--- src/rtl/uart_tx_fifo_pkg.sv ---
// Shared definitions for the UART transmit path: serializer state encodings and the
// default baud divisor.
package uart_tx_fifo_pkg;

  typedef enum logic [1:0] {
    UART_TX_IDLE  = 2'd0,
    UART_TX_START = 2'd1,
    UART_TX_DATA  = 2'd2,
    UART_TX_STOP  = 2'd3
  } uart_tx_state_e;

  // 100 MHz / 115200 baud
  localparam int unsigned UART_CLKS_PER_BIT_DEFAULT = 868;

endpackage

--- src/rtl/sync_fifo.sv ---
// Circular synchronous FIFO with occupancy count; pushes while full and pops while
// empty are ignored.
module sync_fifo #(
  parameter int unsigned DEPTH = 32,
  parameter int unsigned WIDTH = 8
) (
  input  logic                   i_clk,
  input  logic                   i_rst,
  input  logic                   i_push,
  input  logic [WIDTH-1:0]       i_data,
  input  logic                   i_pop,
  output logic [WIDTH-1:0]       o_data,
  output logic [$clog2(DEPTH):0] o_count,
  output logic                   o_full,
  output logic                   o_empty
);

  localparam int unsigned PtrW = $clog2(DEPTH);

  logic [WIDTH-1:0] r_mem [DEPTH];
  logic [PtrW-1:0]  r_wr_ptr;
  logic [PtrW-1:0]  r_rd_ptr;
  logic [PtrW:0]    r_count;
  logic             w_push_ok;
  logic             w_pop_ok;

  // DEPTH is a power of two, so the count MSB alone marks full.
  assign o_full    = r_count[PtrW];
  assign o_empty   = (r_count == '0);
  assign o_count   = r_count;
  assign o_data    = r_mem[r_rd_ptr];
  assign w_push_ok = i_push && !o_full;
  assign w_pop_ok  = i_pop && !o_empty;

  always_ff @(posedge i_clk) begin
    if (i_rst) begin
      r_wr_ptr <= '0;
      r_rd_ptr <= '0;
      r_count  <= '0;
    end else begin
      if (w_push_ok) r_wr_ptr <= r_wr_ptr + PtrW'(1);
      if (w_pop_ok)  r_rd_ptr <= r_rd_ptr + PtrW'(1);
      case ({w_push_ok, w_pop_ok})
        2'b10:   r_count <= r_count + (PtrW + 1)'(1);
        2'b01:   r_count <= r_count - (PtrW + 1)'(1);
        default: r_count <= r_count;
      endcase
    end
  end

  always_ff @(posedge i_clk) begin
    if (w_push_ok) r_mem[r_wr_ptr] <= i_data;
  end

endmodule

--- src/rtl/uart_tx_fifo.sv ---
// UART transmitter: byte FIFO fed by the memory-stage write strobe, drained by an 8N1
// serializer onto a registered tx_line.
module uart_tx_fifo
  import uart_tx_fifo_pkg::*;
#(
  parameter int unsigned DEPTH        = 32,
  parameter int unsigned CLKS_PER_BIT = UART_CLKS_PER_BIT_DEFAULT
) (
  input  logic                   clk,
  input  logic                   rst,
  input  logic                   uart_fifo_write_en,
  input  logic [7:0]             uart_fifo_data,
  output logic                   tx_line,
  output logic                   tx_ready,
  output logic                   tx_busy,
  output logic [$clog2(DEPTH):0] tx_count,
  output logic                   tx_overflow
);

  localparam int unsigned       BaudW    = $clog2(CLKS_PER_BIT);
  localparam logic [BaudW-1:0]  BaudLast = BaudW'(CLKS_PER_BIT - 1);

  uart_tx_state_e   r_state, w_state_d;
  logic [BaudW-1:0] r_baud, w_baud_d;
  logic [2:0]       r_bit_idx, w_bit_idx_d;
  logic [7:0]       r_shift, w_shift_d;
  logic             r_tx_line, w_tx_line_d;
  logic             r_overflow;
  logic             w_pop;
  logic [7:0]       w_fifo_data;
  logic             w_full;
  logic             w_empty;

  sync_fifo #(
    .DEPTH (DEPTH),
    .WIDTH (8)
  ) u_fifo (
    .i_clk   (clk),
    .i_rst   (rst),
    .i_push  (uart_fifo_write_en),
    .i_data  (uart_fifo_data),
    .i_pop   (w_pop),
    .o_data  (w_fifo_data),
    .o_count (tx_count),
    .o_full  (w_full),
    .o_empty (w_empty)
  );

  always_ff @(posedge clk) begin
    if (rst) begin
      r_state    <= UART_TX_IDLE;
      r_baud     <= '0;
      r_bit_idx  <= '0;
      r_shift    <= '0;
      r_tx_line  <= 1'b1;
      r_overflow <= 1'b0;
    end else begin
      r_state   <= w_state_d;
      r_baud    <= w_baud_d;
      r_bit_idx <= w_bit_idx_d;
      r_shift   <= w_shift_d;
      r_tx_line <= w_tx_line_d;
      if (uart_fifo_write_en && w_full) r_overflow <= 1'b1;
    end
  end

  always_comb begin
    w_state_d   = r_state;
    w_baud_d    = r_baud;
    w_bit_idx_d = r_bit_idx;
    w_shift_d   = r_shift;
    w_pop       = 1'b0;
    unique case (r_state)
      UART_TX_IDLE: begin
        if (!w_empty) begin
          w_pop     = 1'b1;
          w_shift_d = w_fifo_data;
          w_baud_d  = '0;
          w_state_d = UART_TX_START;
        end
      end
      UART_TX_START: begin
        if (r_baud == BaudLast) begin
          w_baud_d    = '0;
          w_bit_idx_d = '0;
          w_state_d   = UART_TX_DATA;
        end else begin
          w_baud_d = r_baud + BaudW'(1);
        end
      end
      UART_TX_DATA: begin
        if (r_baud == BaudLast) begin
          w_baud_d = '0;
          if (r_bit_idx == 3'd7) w_state_d = UART_TX_STOP;
          else                   w_bit_idx_d = r_bit_idx + 3'd1;
        end else begin
          w_baud_d = r_baud + BaudW'(1);
        end
      end
      UART_TX_STOP: begin
        if (r_baud == BaudLast) begin
          w_baud_d = '0;
          // Chain straight into the next frame when data is waiting.
          if (!w_empty) begin
            w_pop     = 1'b1;
            w_shift_d = w_fifo_data;
            w_state_d = UART_TX_START;
          end else begin
            w_state_d = UART_TX_IDLE;
          end
        end else begin
          w_baud_d = r_baud + BaudW'(1);
        end
      end
      default: w_state_d = UART_TX_IDLE;
    endcase
  end

  always_comb begin
    w_tx_line_d = 1'b1;
    unique case (w_state_d)
      UART_TX_START: w_tx_line_d = 1'b0;
      UART_TX_DATA:  w_tx_line_d = w_shift_d[w_bit_idx_d];
      default:       w_tx_line_d = 1'b1;
    endcase
  end

  assign tx_line     = r_tx_line;
  assign tx_busy     = (r_state != UART_TX_IDLE);
  assign tx_ready    = !w_full;
  assign tx_overflow = r_overflow;

endmodule
--- config.mk ---
export PLATFORM = sky130hd
export DESIGN_NAME = uart_tx_fifo
export DESIGN_NICKNAME = d
export VERILOG_FILES = /design/src/rtl/uart_tx_fifo_pkg.sv /design/src/rtl/sync_fifo.sv /design/src/rtl/uart_tx_fifo.sv
export SDC_FILE = /design/constraint.sdc
export NUM_CORES = 1
export LEC_CHECK = 0
export CAP_MARGIN = 20
export CELL_PAD_IN_SITES_DETAIL_PLACEMENT = 1
export CELL_PAD_IN_SITES_GLOBAL_PLACEMENT = 2
export CORE_MARGIN = 2
export CORE_UTILIZATION = 31
export DETAILED_ROUTE_END_ITERATION = 6
export PLACE_DENSITY_LB_ADDON = 0.1
export SYNTH_ARGS = -nofsm -noshare
export SYNTH_HDL_FRONTEND = slang
export SYNTH_HIERARCHICAL = 1
export SYNTH_SLANG_ARGS = --single-unit
--- constraint.sdc ---
create_clock -name clk -period 6.9 [get_ports clk]
set_clock_uncertainty 0.05 [all_clocks]
set_input_delay 1.725 -clock clk [delete_from_list [all_inputs] [get_ports clk]]
set_output_delay 1.725 -clock clk [all_outputs]
set_load 0.05 [all_outputs]
; ---- Word-level counts from Yosys, hierarchy flattened
; Memory sizes are Yosys's and may differ from the RTL's. A register that Yosys moved wholly into a read port is not among the register bits.
; Index checks and enable logic that the tools add are counted.
[op_classes]
n_addsub = 6
magnitude_cmp = 1
n_eq_ne = 10
mux = 28
reduce_logical = 10
[ops]
columns = op, count
row1 = $mux W10, 2
row2 = $pmux W10 S2, 1
row3 = $mux W8, 2
row4 = $pmux W8 S2, 1
row5 = $pmux W6 S2, 1
row6 = $add A10 B1 Y10 const B, 1
row7 = $add A5 B1 Y5 const B, 2
row8 = $eq A10 B10 Y1 const B, 1
row9 = $mux W2, 5
row10 = $mux W5, 2
row11 = $mux W3, 3
row12 = $eq A2 B2 Y1 const B, 4
row13 = $pmux W2 S4, 1
row14 = $add A6 B1 Y6 const B, 1
row15 = $eq A2 B1 Y1 const B, 3
row16 = $logic_not A6 Y1, 1
row17 = $mux W1, 6
row18 = $pmux W3 S2, 1
row19 = $sub A6 B1 Y6 const B, 1
row20 = $lt A3 B4 Y1 const B, 1
row21 = $pmux W1 S2, 2
row22 = $reduce_bool A2 Y1, 2
row23 = $add A3 B1 Y3 const B, 1
row24 = $bmux W1 S3, 1
row25 = 6 further kinds, 9
[totals]
register_bits = 41
ram_bits = 256
input_bits = 11
out_inout_bits = 10
n_memories = 1
[mem_list]
columns = name, depth, width, rd, rd_ports_with_merged_regs, wr, line
row1 = u_fifo.r_mem, 32, 8, 1, 1, 1, sync_fifo.sv:20  ; logic [WIDTH-1:0] r_mem [DEPTH];

; ---- Longest topological paths before layout
; Gate-level depths: netlist (run 1).
[depth]
word_depth = 7
mapped_depth = 15

; ---- Hierarchy
; Netlist (run 1), hierarchy kept.
[modules_own_cells]
columns = mod, n_inst, cells_each, area_each_um2, seq_area_each_um2
row1 = sync_fifo, 1, 626, 11053.1, 8107.8
row2 = uart_tx_fifo, 1, 154, 1347.5, 500.5

; ---- Worst setup path after synthesis (run 1)
; No wires, ideal clock.
[synth_timing]
path_kind = reg-to-reg
from = register u_fifo.r_count[1], in the netlist u_fifo/o_count[1]
to = register u_fifo.r_count[4], in the netlist u_fifo/o_count[4]
setup_time_ns = 0.121
arrival_ns = 3.769
required_ns = 6.729
slack_ns = 2.960
path_stages_with_launch = 16
synth_period_minus_slack_ns = 3.940
cell_sequence = dfxtp_1 -> buf_6 -> or4_4 -> buf_6 -> nor3_1 -> nor3_4 -> o31ai_4 -> inv_1 -> ha_1 -> buf_2 -> xor2_1 -> ha_1 -> a21oi_1 -> a32oi_1 -> a31oi_1 -> mux2_2
[synth_via]
elab_chain_len = 7
[synth_lines]
columns = element, line
row1 = "start, declared", sync_fifo.sv:23  ; logic [PtrW:0] r_count;
row2 = "start signal, assigned", sync_fifo.sv:44  ; 2'b10: r_count <= r_count + (PtrW + 1)'(1);
row3 = "start signal, assigned", sync_fifo.sv:45  ; 2'b01: r_count <= r_count - (PtrW + 1)'(1);
row4 = "start signal, assigned", sync_fifo.sv:46  ; default: r_count <= r_count;
row5 = $logic_not A6 Y1 *, sync_fifo.sv:29  ; assign o_empty = (r_count == '0);
row6 = net w_empty, uart_tx_fifo.sv:32  ; logic w_empty;
row7 = $mux W1 *, "uart_tx_fifo.sv:75, uart_tx_fifo.sv:104"
row8 = $mux W1, uart_tx_fifo.sv:101  ; if (r_baud == BaudLast) begin
row9 = $pmux W1 S2 *, uart_tx_fifo.sv:73  ; unique case (r_state)
row10 = net w_pop, uart_tx_fifo.sv:29  ; logic w_pop;
row11 = $logic_and A1 B1 Y1 *, sync_fifo.sv:33  ; assign w_pop_ok = i_pop && !o_empty;
row12 = $eq A2 B1 Y1 or $eq A2 B2 Y1 (tied branches), sync_fifo.sv:43  ; case ({w_push_ok, w_pop_ok})
row13 = $pmux W6 S2 or $reduce_bool A2 Y1 (tied branches), -
; The timed path passes the listed nets; every way through them passes the cells marked *.
; A chain may end at the register's enable or synchronous reset.

; ---- Worst setup path after layout (run 1)
[layout_timing]
from = input uart_fifo_write_en
to = register u_fifo.r_count[4], in the netlist u_fifo/o_count[4]
[layout_via]
elab_chain_len = 3
[layout_lines]
columns = element, line
row1 = "start, declared", uart_tx_fifo.sv:11  ; input logic uart_fifo_write_en,
row2 = $logic_and A1 B1 Y1 *, sync_fifo.sv:32  ; assign w_push_ok = i_push && !o_full;
row3 = $eq A2 B1 Y1 or $eq A2 B2 Y1 (tied branches), sync_fifo.sv:43
row4 = $pmux W6 S2 or $reduce_bool A2 Y1 (tied branches), -
; Mark *: on every way between the ends. The rest lies on a longest branch, timed or not.

==> results of run 1 <==
==> report_power, final <==
group	switching, mW	total [mW]	internal (mW)
sequential	0.0726	2.12	2.05
clock	0.728	1.78	1.05
combinational	0.519	0.828	0.309
==> final cells by class <==
| type | instances | area (sq um) | share of cell area [%] |
|---|---|---|---|
| diodes | 1 | 2.502 | 0.01765 |
| clock buffers | 40 | 937.1 | 6.608 |
| clock inverters | 21 | 168.9 | 1.191 |
| inverters | 15 | 56.30 | 0.3970 |
| multi-input cells | 423 | 3518 | 24.81 |
| flip-flops and latches | 302 | 8613 | 60.74 |
| well taps | 525 | 656.9 | 4.632 |
| repair buffers | 29 | 227.7 | 1.606 |
==> final timing paths <==
path                                          end  slack, ns  cells past startpoint
worst max-delay path            u_fifo/o_count[4]       2.53                     10
worst min-delay path                  tx_overflow       0.42                      2
worst max register to register  u_fifo/o_count[4]       3.10                     14
worst min register to register        tx_overflow       0.42                      2
==> synthesized netlist by cell type, drive strengths merged (6+ instances only) <==
| cell | number |
|---|---|
| a22o | 9 |
| clkbuf | 17 |
| dfxtp | 46 |
| buf | 23 |
| a221oi | 9 |
| nor2 | 81 |
| mux2i | 71 |
| mux4 | 32 |
| inv | 15 |
| xor2 | 14 |
| nand3b | 6 |
| nor2b | 8 |
| edfxtp | 256 |
| a22oi | 42 |
| ha | 15 |
| nand2 | 18 |
| nor3 | 10 |
| a21oi | 9 |
| nand4 | 7 |
| o21ai | 6 |
| nand3 | 32 |
==> per-stage QoR <==
stage / setup WS, ns / utilization (%)
floorplan: 2.960 / -
global placement: 1.967 / 32.94
detailed placement: 1.951 / 32.94
CTS: 2.496 / 35.73
global route: 2.283 / 35.77
finish: 2.532 / 35.77
==> flip-flops by register name (all words and copies together) (netlist names), named ones only <==
signal	cells
u_fifo/r_wr_ptr	5
r_shift	8
u_fifo/o_count	6
u_fifo/r_rd_ptr	5
r_state	2
r_baud	10
tx_overflow	1
tx_line	1
r_bit_idx	3
u_fifo/r_mem	256
==> cell families (layout without fill, tap and decap cells) <==
family	count (synthesis)	count (layout)
DFF	302	302
and+or+nand+nor	186	186
muxes	107	107
AOI/OAI and AO/OA	97	97
buffers and inverters	55	105
xor gates and xnor gates	18	18
adders and majority gates	15	15
other	0	1
==> layer usage <==
| metal | global-route usage, % | wire (um) | up-vias |
|---|---|---|---|
| met1 | 21.17 | 14540 | 3522 |
| met5 | 0 | 0 | - |
| met3 | 2.663 | 1070 | 38 |
| met2 | 27.32 | 16390 | 103 |
| met4 | 3.934 | 531 | 0 |
| li1 | - | - | 3108 |
==> worst reg2reg max path, stage by stage, from the launching register on <==
cell	delay, ns
dfxtp_1	0.39
ha_1	0.23
nor4b_2	0.43
a41oi_1	0.24
nor3_4	0.15
buf_4	0.24
o31ai_4	0.14
inv_1	0.13
ha_1	0.46
xor2_1	0.13
ha_1	0.20
a21oi_1	0.22
a32oi_1	0.14
a31oi_1	0.21
mux2_2	0.34
==> flow_results.xml, run 1 <==
<?xml version="1.0" encoding="UTF-8"?>
<metrics>
  <group name="detailed_routing">
    <metric name="drt_iter0_drc" unit="">402</metric>
    <metric name="ant_nets" unit="">0</metric>
    <metric name="avgViaCountPerCell" unit="">4.993</metric>
    <metric name="detail_route.drc_violations" unit="">0</metric>
    <metric name="routed_wirelength" unit="mm">32.53</metric>
    <metric name="vias" unit="">6771</metric>
    <metric name="drtPass1Iterations" unit="">5</metric>
    <metric name="routedWlPerCell" unit="um">23.99</metric>
  </group>
  <group name="finish">
    <metric name="final-instance-count-excl-fill" unit="">1356</metric>
    <metric name="finalInstanceArea" unit="sq mm">0.01418</metric>
    <metric name="share_of_cells_above_drive_strength_1" unit="%">14.10</metric>
    <metric name="final_cell_mix" unit="">edfxtp_1, nor2_1, mux2i_1</metric>
    <metric name="final_common_cell" unit="">edfxtp_1</metric>
    <metric name="nets" unit="">833</metric>
    <metric name="fillerInstances" unit="">4024</metric>
    <metric name="syn2layout_area_growth" unit="%">14.36</metric>
  </group>
  <group name="critical_path">
    <metric name="path_class" unit="">input pin to flip-flop</metric>
    <metric name="worstSetupStartpoint" unit="">uart_fifo_write_en</metric>
    <metric name="timing.critical_path.cells" unit="">clkdlybuf4s50_1 &gt; nor2b_1 &gt; inv_1 &gt; ha_1 &gt; xor2_1 &gt; ha_1 &gt; a21oi_1 &gt; a32oi_1 &gt; a31oi_1 &gt; mux2_2</metric>
    <metric name="critPathMaxStageDelay" unit="ns">0.60</metric>
    <metric name="beginning_of_the_worst_register_to_register_path" unit="">r_baud[0]</metric>
    <metric name="worst_ep_required_time" unit="ns">7.26</metric>
    <metric name="crit_path_start_kind" unit="">input pin</metric>
    <metric name="arrival" unit="ns">4.72</metric>
    <metric name="path_delay_family" unit="">buffers and inverters</metric>
    <metric name="critical_path.slowest_cell" unit="">nor2b_1</metric>
    <metric name="setup.worst_path.end_class" unit="">flip-flop</metric>
    <metric name="critical_path.most_common_cell" unit="">ha_1</metric>
    <metric name="cp_max_fo" unit="">12</metric>
    <metric name="worstPathBufferInverterCount" unit="">2</metric>
  </group>
  <group name="power_and_ir_drop">
    <metric name="static_power_due_to_leakage" unit="nW">4.430</metric>
    <metric name="p_total" unit="mW">4.732</metric>
    <metric name="peakVddDrop" unit="V">0.0001773</metric>
    <metric name="power_per_cell_area" unit="mW/mm^2">333.7</metric>
  </group>
  <group name="place">
    <metric name="numPlacedInstances" unit="">1292</metric>
    <metric name="port-buffer-count" unit="">20</metric>
    <metric name="hpwl_after_detailed_placement" unit="mm">20.49</metric>
    <metric name="globalplace.congestion" unit="">0.8071</metric>
    <metric name="detailed_place.area" unit="sq mm">0.01306</metric>
  </group>
  <group name="worst_hold_path">
    <metric name="holdCritPathClass" unit="">flip-flop to flip-flop</metric>
    <metric name="hp-start" unit="">tx_overflow</metric>
  </group>
  <group name="yosys">
    <metric name="post-synth-top-area-cell" unit="">edfxtp_1</metric>
    <metric name="sequential_cell_area_fraction_in_the_yosys_report" unit="%">69.42</metric>
    <metric name="netlist.area_leader.share" unit="%">61.99</metric>
    <metric name="ys_seq_elements" unit="">302</metric>
    <metric name="synth-simple-area-share" unit="%">7.487</metric>
    <metric name="syn_nets" unit="">806</metric>
    <metric name="synth_async_sr_flop_share" unit="%">0</metric>
    <metric name="synth.lib_cells_used.distinct" unit="">66</metric>
    <metric name="mappedNetlistArea" unit="sq mm">0.01240</metric>
    <metric name="netlist_top_cells_area" unit="">edfxtp_1, dfxtp_1, mux4_2</metric>
    <metric name="syn_avg_cell_area" unit="sq um">15.90</metric>
    <metric name="synth_flop_cell" unit="">edfxtp_1</metric>
    <metric name="synth_edf_count" unit="">256</metric>
    <metric name="postSynthCellCount" unit="">780</metric>
    <metric name="ys.warnings.count" unit="">6</metric>
    <metric name="post_synth_fa_ha_maj_area_fraction" unit="%">1.513</metric>
    <metric name="yosys-mux-area-fraction" unit="%">11.94</metric>
    <metric name="largest_family_of_logic_cells_by_synthesized_area" unit="">multiplexers</metric>
    <metric name="post_synthesis_compound_gate_area_fraction" unit="%">6.165</metric>
    <metric name="synth_xor_area_share" unit="%">1.271</metric>
  </group>
  <group name="clocking">
    <metric name="clock_insertion_delay_worst_skew" unit="ns">0.51</metric>
    <metric name="tritoncts_num_sinks" unit="">302</metric>
    <metric name="cts_post_setup_buffers_inserted" unit="">0</metric>
    <metric name="worst_setup_hold_path_clk_slew" unit="ns">0.06</metric>
    <metric name="postCtsHoldBufs" unit="">0</metric>
    <metric name="postCtsResizedCells" unit="">0</metric>
    <metric name="max-clock-path-buffers" unit="">3</metric>
    <metric name="cts_buffers" unit="">36</metric>
    <metric name="h-tree-depth" unit="">2</metric>
    <metric name="tritoncts" unit="">done</metric>
    <metric name="clk_root_buffer_cell" unit="">clkbuf_16</metric>
  </group>
  <group name="die">
    <metric name="floorplan.initialDensity" unit="%">31.28</metric>
    <metric name="pin_count" unit="">21</metric>
    <metric name="die_height" unit="um">204.0</metric>
    <metric name="core_area" unit="sq mm">0.03964</metric>
    <metric name="fp-row-count" unit="">73</metric>
    <metric name="chipWidth" unit="um">204.0</metric>
    <metric name="die_area" unit="sq mm">0.04162</metric>
  </group>
  <group name="timing">
    <metric name="fin_hold_ws" unit="ns">0.4206</metric>
    <metric name="maxSlewViolCount" unit="">0</metric>
    <metric name="slew_headroom" unit="%">41.22</metric>
    <metric name="timing_hold_violations_final" unit="">0</metric>
    <metric name="setup-violations-final" unit="">0</metric>
    <metric name="fmax" unit="MHz">228.9</metric>
    <metric name="totalNegativeSetupSlack" unit="ns">0</metric>
    <metric name="post-route-period-util" unit="%">63.31</metric>
    <metric name="grt_setup_unrepaired" unit="">false</metric>
    <metric name="min_period" unit="ns">4.368</metric>
    <metric name="tightestPinTransition" unit="ns">0.8817</metric>
  </group>
  <group name="global_route">
    <metric name="first_pass_grt_wire_length" unit="mm">48.24</metric>
    <metric name="number_of_antenna_violations_at_the_first_check_in_global_routing" unit="">0</metric>
    <metric name="maximum_number_of_pins_on_one_net_before_global_route_repair" unit="">42</metric>
    <metric name="grt_pass1_vias" unit="">7327</metric>
    <metric name="grt.overflow.total" unit="">0</metric>
    <metric name="grtUsageTotal" unit="%">15.98</metric>
  </group>
  <group name="run">
    <metric name="timing.max_cap.violations" unit="">0</metric>
  </group>
  <group name="outcome">
    <metric name="run_status" unit="">complete, no violations</metric>
  </group>
</metrics>
Note: power is estimated with default switching activity, not from simulation.
==> run 2, diff against run 1 <==
==> constraint.sdc (replaced) <==
create_clock -name clk -period 4.3 [get_ports clk]
set_clock_uncertainty 0.05 [all_clocks]
set_input_delay 1.075 -clock clk [delete_from_list [all_inputs] [get_ports clk]]
set_output_delay 1.075 -clock clk [all_outputs]
set_load 0.05 [all_outputs]
==> flow_results.xml, run 2 (synthesis results as in run 1) <==
<?xml version="1.0" encoding="UTF-8"?>
<metrics>
  <group name="timing">
    <metric name="tightestPinTransition" unit="ns">0.9426</metric>
    <metric name="fmax" unit="MHz">293.6</metric>
    <metric name="post-route-period-util" unit="%">79.20</metric>
    <metric name="totalNegativeSetupSlack" unit="ns">0</metric>
    <metric name="grt_setup_unrepaired" unit="">false</metric>
    <metric name="fin_hold_ws" unit="ns">0.4255</metric>
    <metric name="setup-violations-final" unit="">0</metric>
    <metric name="setup_slack_after_layout" unit="ns">0.8944</metric>
    <metric name="timing_hold_violations_final" unit="">0</metric>
    <metric name="slew_headroom" unit="%">36.96</metric>
    <metric name="min_period" unit="ns">3.406</metric>
    <metric name="maxSlewViolCount" unit="">0</metric>
  </group>
  <group name="clocking">
    <metric name="postCtsHoldBufs" unit="">0</metric>
    <metric name="cts_post_setup_buffers_inserted" unit="">0</metric>
    <metric name="h-tree-depth" unit="">2</metric>
    <metric name="clock_insertion_delay_worst_skew" unit="ns">0.52</metric>
    <metric name="cts_buffers" unit="">36</metric>
    <metric name="max-clock-path-buffers" unit="">3</metric>
    <metric name="tritoncts" unit="">done</metric>
    <metric name="clk_root_buffer_cell" unit="">clkbuf_16</metric>
    <metric name="postCtsResizedCells" unit="">0</metric>
    <metric name="worst_setup_hold_path_clk_slew" unit="ns">0.06</metric>
    <metric name="tritoncts_num_sinks" unit="">302</metric>
  </group>
  <group name="finish">
    <metric name="final-instance-count-excl-fill" unit="">1405</metric>
    <metric name="syn2layout_area_growth" unit="%">18.14</metric>
    <metric name="final_common_cell" unit="">edfxtp_1</metric>
    <metric name="share_of_cells_above_drive_strength_1" unit="%">17.73</metric>
    <metric name="largest_reg_flops" unit="">256</metric>
    <metric name="multi_input_comb_area" unit="sq mm">0.003521</metric>
    <metric name="diodes" unit="">0</metric>
    <metric name="nets" unit="">880</metric>
    <metric name="final_cell_mix" unit="">edfxtp_1, nor2_1, mux2i_1</metric>
    <metric name="top_regs" unit="">u_fifo/r_mem: 256 flops, r_baud: 10 flops, r_shift: 8 flops</metric>
    <metric name="final-seq-area" unit="sq mm">0.008613</metric>
    <metric name="top_register" unit="">u_fifo/r_mem</metric>
    <metric name="fillerInstances" unit="">4087</metric>
  </group>
  <group name="run">
    <metric name="timing.max_cap.violations" unit="">0</metric>
  </group>
  <group name="detailed_routing">
    <metric name="routedWlPerCell" unit="um">22.64</metric>
    <metric name="drt_iter0_drc" unit="">403</metric>
    <metric name="drtPass1Iterations" unit="">4</metric>
    <metric name="detail_route.drc_violations" unit="">0</metric>
    <metric name="vias" unit="">7003</metric>
    <metric name="avgViaCountPerCell" unit="">4.984</metric>
    <metric name="routed_wirelength" unit="mm">31.80</metric>
    <metric name="ant_nets" unit="">0</metric>
  </group>
  <group name="worst_hold_path">
    <metric name="min_path_cells" unit="">2</metric>
    <metric name="holdCritPathClass" unit="">flip-flop to flip-flop</metric>
    <metric name="hp-start" unit="">tx_overflow</metric>
    <metric name="timing.hold.worst_endpoint" unit="">tx_overflow</metric>
  </group>
  <group name="global_route">
    <metric name="grt_util_met2" unit="%">25.83</metric>
    <metric name="first_pass_grt_wire_length" unit="mm">48.39</metric>
    <metric name="maximum_number_of_pins_on_one_net_before_global_route_repair" unit="">39</metric>
    <metric name="grt_pass1_vias" unit="">7742</metric>
    <metric name="globalRouteMet1Util" unit="%">20.87</metric>
    <metric name="number_of_antenna_violations_at_the_first_check_in_global_routing" unit="">1</metric>
    <metric name="grt.busiest_layer" unit="">met2</metric>
    <metric name="grtUsageTotal" unit="%">15.71</metric>
    <metric name="gr-usage-met3" unit="%">3.125</metric>
    <metric name="grt.overflow.total" unit="">0</metric>
  </group>
  <group name="place">
    <metric name="globalplace.congestion" unit="">0.7910</metric>
    <metric name="port-buffer-count" unit="">20</metric>
    <metric name="hpwl_after_detailed_placement" unit="mm">20.60</metric>
    <metric name="preCtsSetupSlack" unit="ns">0.7345</metric>
    <metric name="numPlacedInstances" unit="">1341</metric>
  </group>
  <group name="critical_path">
    <metric name="r2r_slack" unit="ns">0.89</metric>
    <metric name="critPathMaxStageDelay" unit="ns">0.62</metric>
    <metric name="critical_path.slowest_cell" unit="">or4_4</metric>
    <metric name="timing.critical_path.cells" unit="">or4_4 &gt; nor3_1 &gt; buf_4 &gt; nor3_4 &gt; o31ai_4 &gt; inv_1 &gt; ha_1 &gt; xor2_1 &gt; ha_1 &gt; a21oi_1 &gt; a32oi_1 &gt; a31oi_1 &gt; mux2_2</metric>
    <metric name="worst_r2r_endpoint" unit="">u_fifo/o_count[4]</metric>
    <metric name="arrival" unit="ns">3.77</metric>
    <metric name="worstSetupStartpoint" unit="">u_fifo/o_count[1]</metric>
    <metric name="cp_max_fo" unit="">8</metric>
    <metric name="worst_r2r_path_depth" unit="">13</metric>
    <metric name="crit_path_start_kind" unit="">flip-flop</metric>
    <metric name="path_class" unit="">flip-flop to flip-flop</metric>
    <metric name="worst_ep_required_time" unit="ns">4.66</metric>
    <metric name="setup.worst_path.end_class" unit="">flip-flop</metric>
    <metric name="beginning_of_the_worst_register_to_register_path" unit="">u_fifo/o_count[1]</metric>
    <metric name="critical_path.most_common_cell" unit="">ha_1</metric>
  </group>
  <group name="die">
    <metric name="core_area" unit="sq mm">0.03964</metric>
    <metric name="die_area" unit="sq mm">0.04162</metric>
    <metric name="chipWidth" unit="um">204.0</metric>
    <metric name="fp-row-count" unit="">73</metric>
    <metric name="floorplan.initialDensity" unit="%">31.28</metric>
    <metric name="die_height" unit="um">204.0</metric>
    <metric name="pin_count" unit="">21</metric>
  </group>
  <group name="power_and_ir_drop">
    <metric name="power_per_cell_area" unit="mW/mm^2">526.6</metric>
    <metric name="static_power_due_to_leakage" unit="nW">4.717</metric>
    <metric name="p_total" unit="mW">7.715</metric>
    <metric name="peakVddDrop" unit="V">0.0003661</metric>
  </group>
  <group name="outcome">
    <metric name="run_status" unit="">complete, no violations</metric>
  </group>
</metrics>
[run 2: cell count changes in the layout (fill, tap and decap cells not counted), sizes merged]
| cell | before | now |
|---|---|---|
| buf | 17 | 56 |
| clkdlybuf4s50 | 12 | 20 |
| clkbuf | 40 | 46 |
| clkinv | 17 | 15 |
| clkinvlp | 2 | 0 |
| bufinv | 2 | 3 |
| diode | 1 | 0 |
[run 2: how the worst max path moves through the flow]
| stage | depth (start not counted) | slack, ns | to |
|---|---|---|---|
| 3_3_place_gp | 10 | 0.71 | u_fifo/o_count[4] |
| 2_1_floorplan | 15 | 0.36 | u_fifo/o_count[4] |
| 5_1_grt | 13 | 0.57 | u_fifo/o_count[4] |
| 6_report | 13 | 0.89 | u_fifo/o_count[4] |
| 4_1_cts | 13 | 0.89 | u_fifo/o_count[4] |
| 3_5_place_dp | 10 | 0.73 | u_fifo/o_count[4] |
[run 2: layout make-up]
type	instances	share of cell area, %
sequential	302	58.79
multi-input combinational	423	24.03
clock buffer	46	6.764
tap	525	4.484
timing repair buffer	76	4.407
clock inverter	18	1.136
inverter	15	0.3843
[run 2: metrics by stage]
stage / instance area, sq um / util [%]
2_1_floorplan: 12400 / -
3_3_place_gp: 13490 / 34.04
3_5_place_dp: 13490 / 34.04
4_1_cts: 14650 / 36.96
5_1_grt: 14650 / 36.96
6_report: 14650 / 36.96
[run 2: report_power, final]
part,switching (mW),internal [mW],total [mW]
logic,0.826,0.529,1.36
registers,0.0919,3.29,3.38
clock network,1.17,1.81,2.98
[run 2: per-layer routing]
layer  vias up  share of wire, %
li1       3193                 -
met1      3644                45
met2       114                48
met3        50               4.2
met4         2               2.5
met5         -             0.038
[run 2: worst max-delay path, delay by kind of cell (launching register included)]
family	cells	cell delay, ns
AO/OA/AOI/OAI	4	0.69
XOR/XNOR	1	0.15
adder cells (fa/ha/maj)	2	0.42
buffers and inverters	2	0.33
flip-flops	1	0.40
multiplexers	1	0.35
AND/OR/NAND/NOR	3	0.91
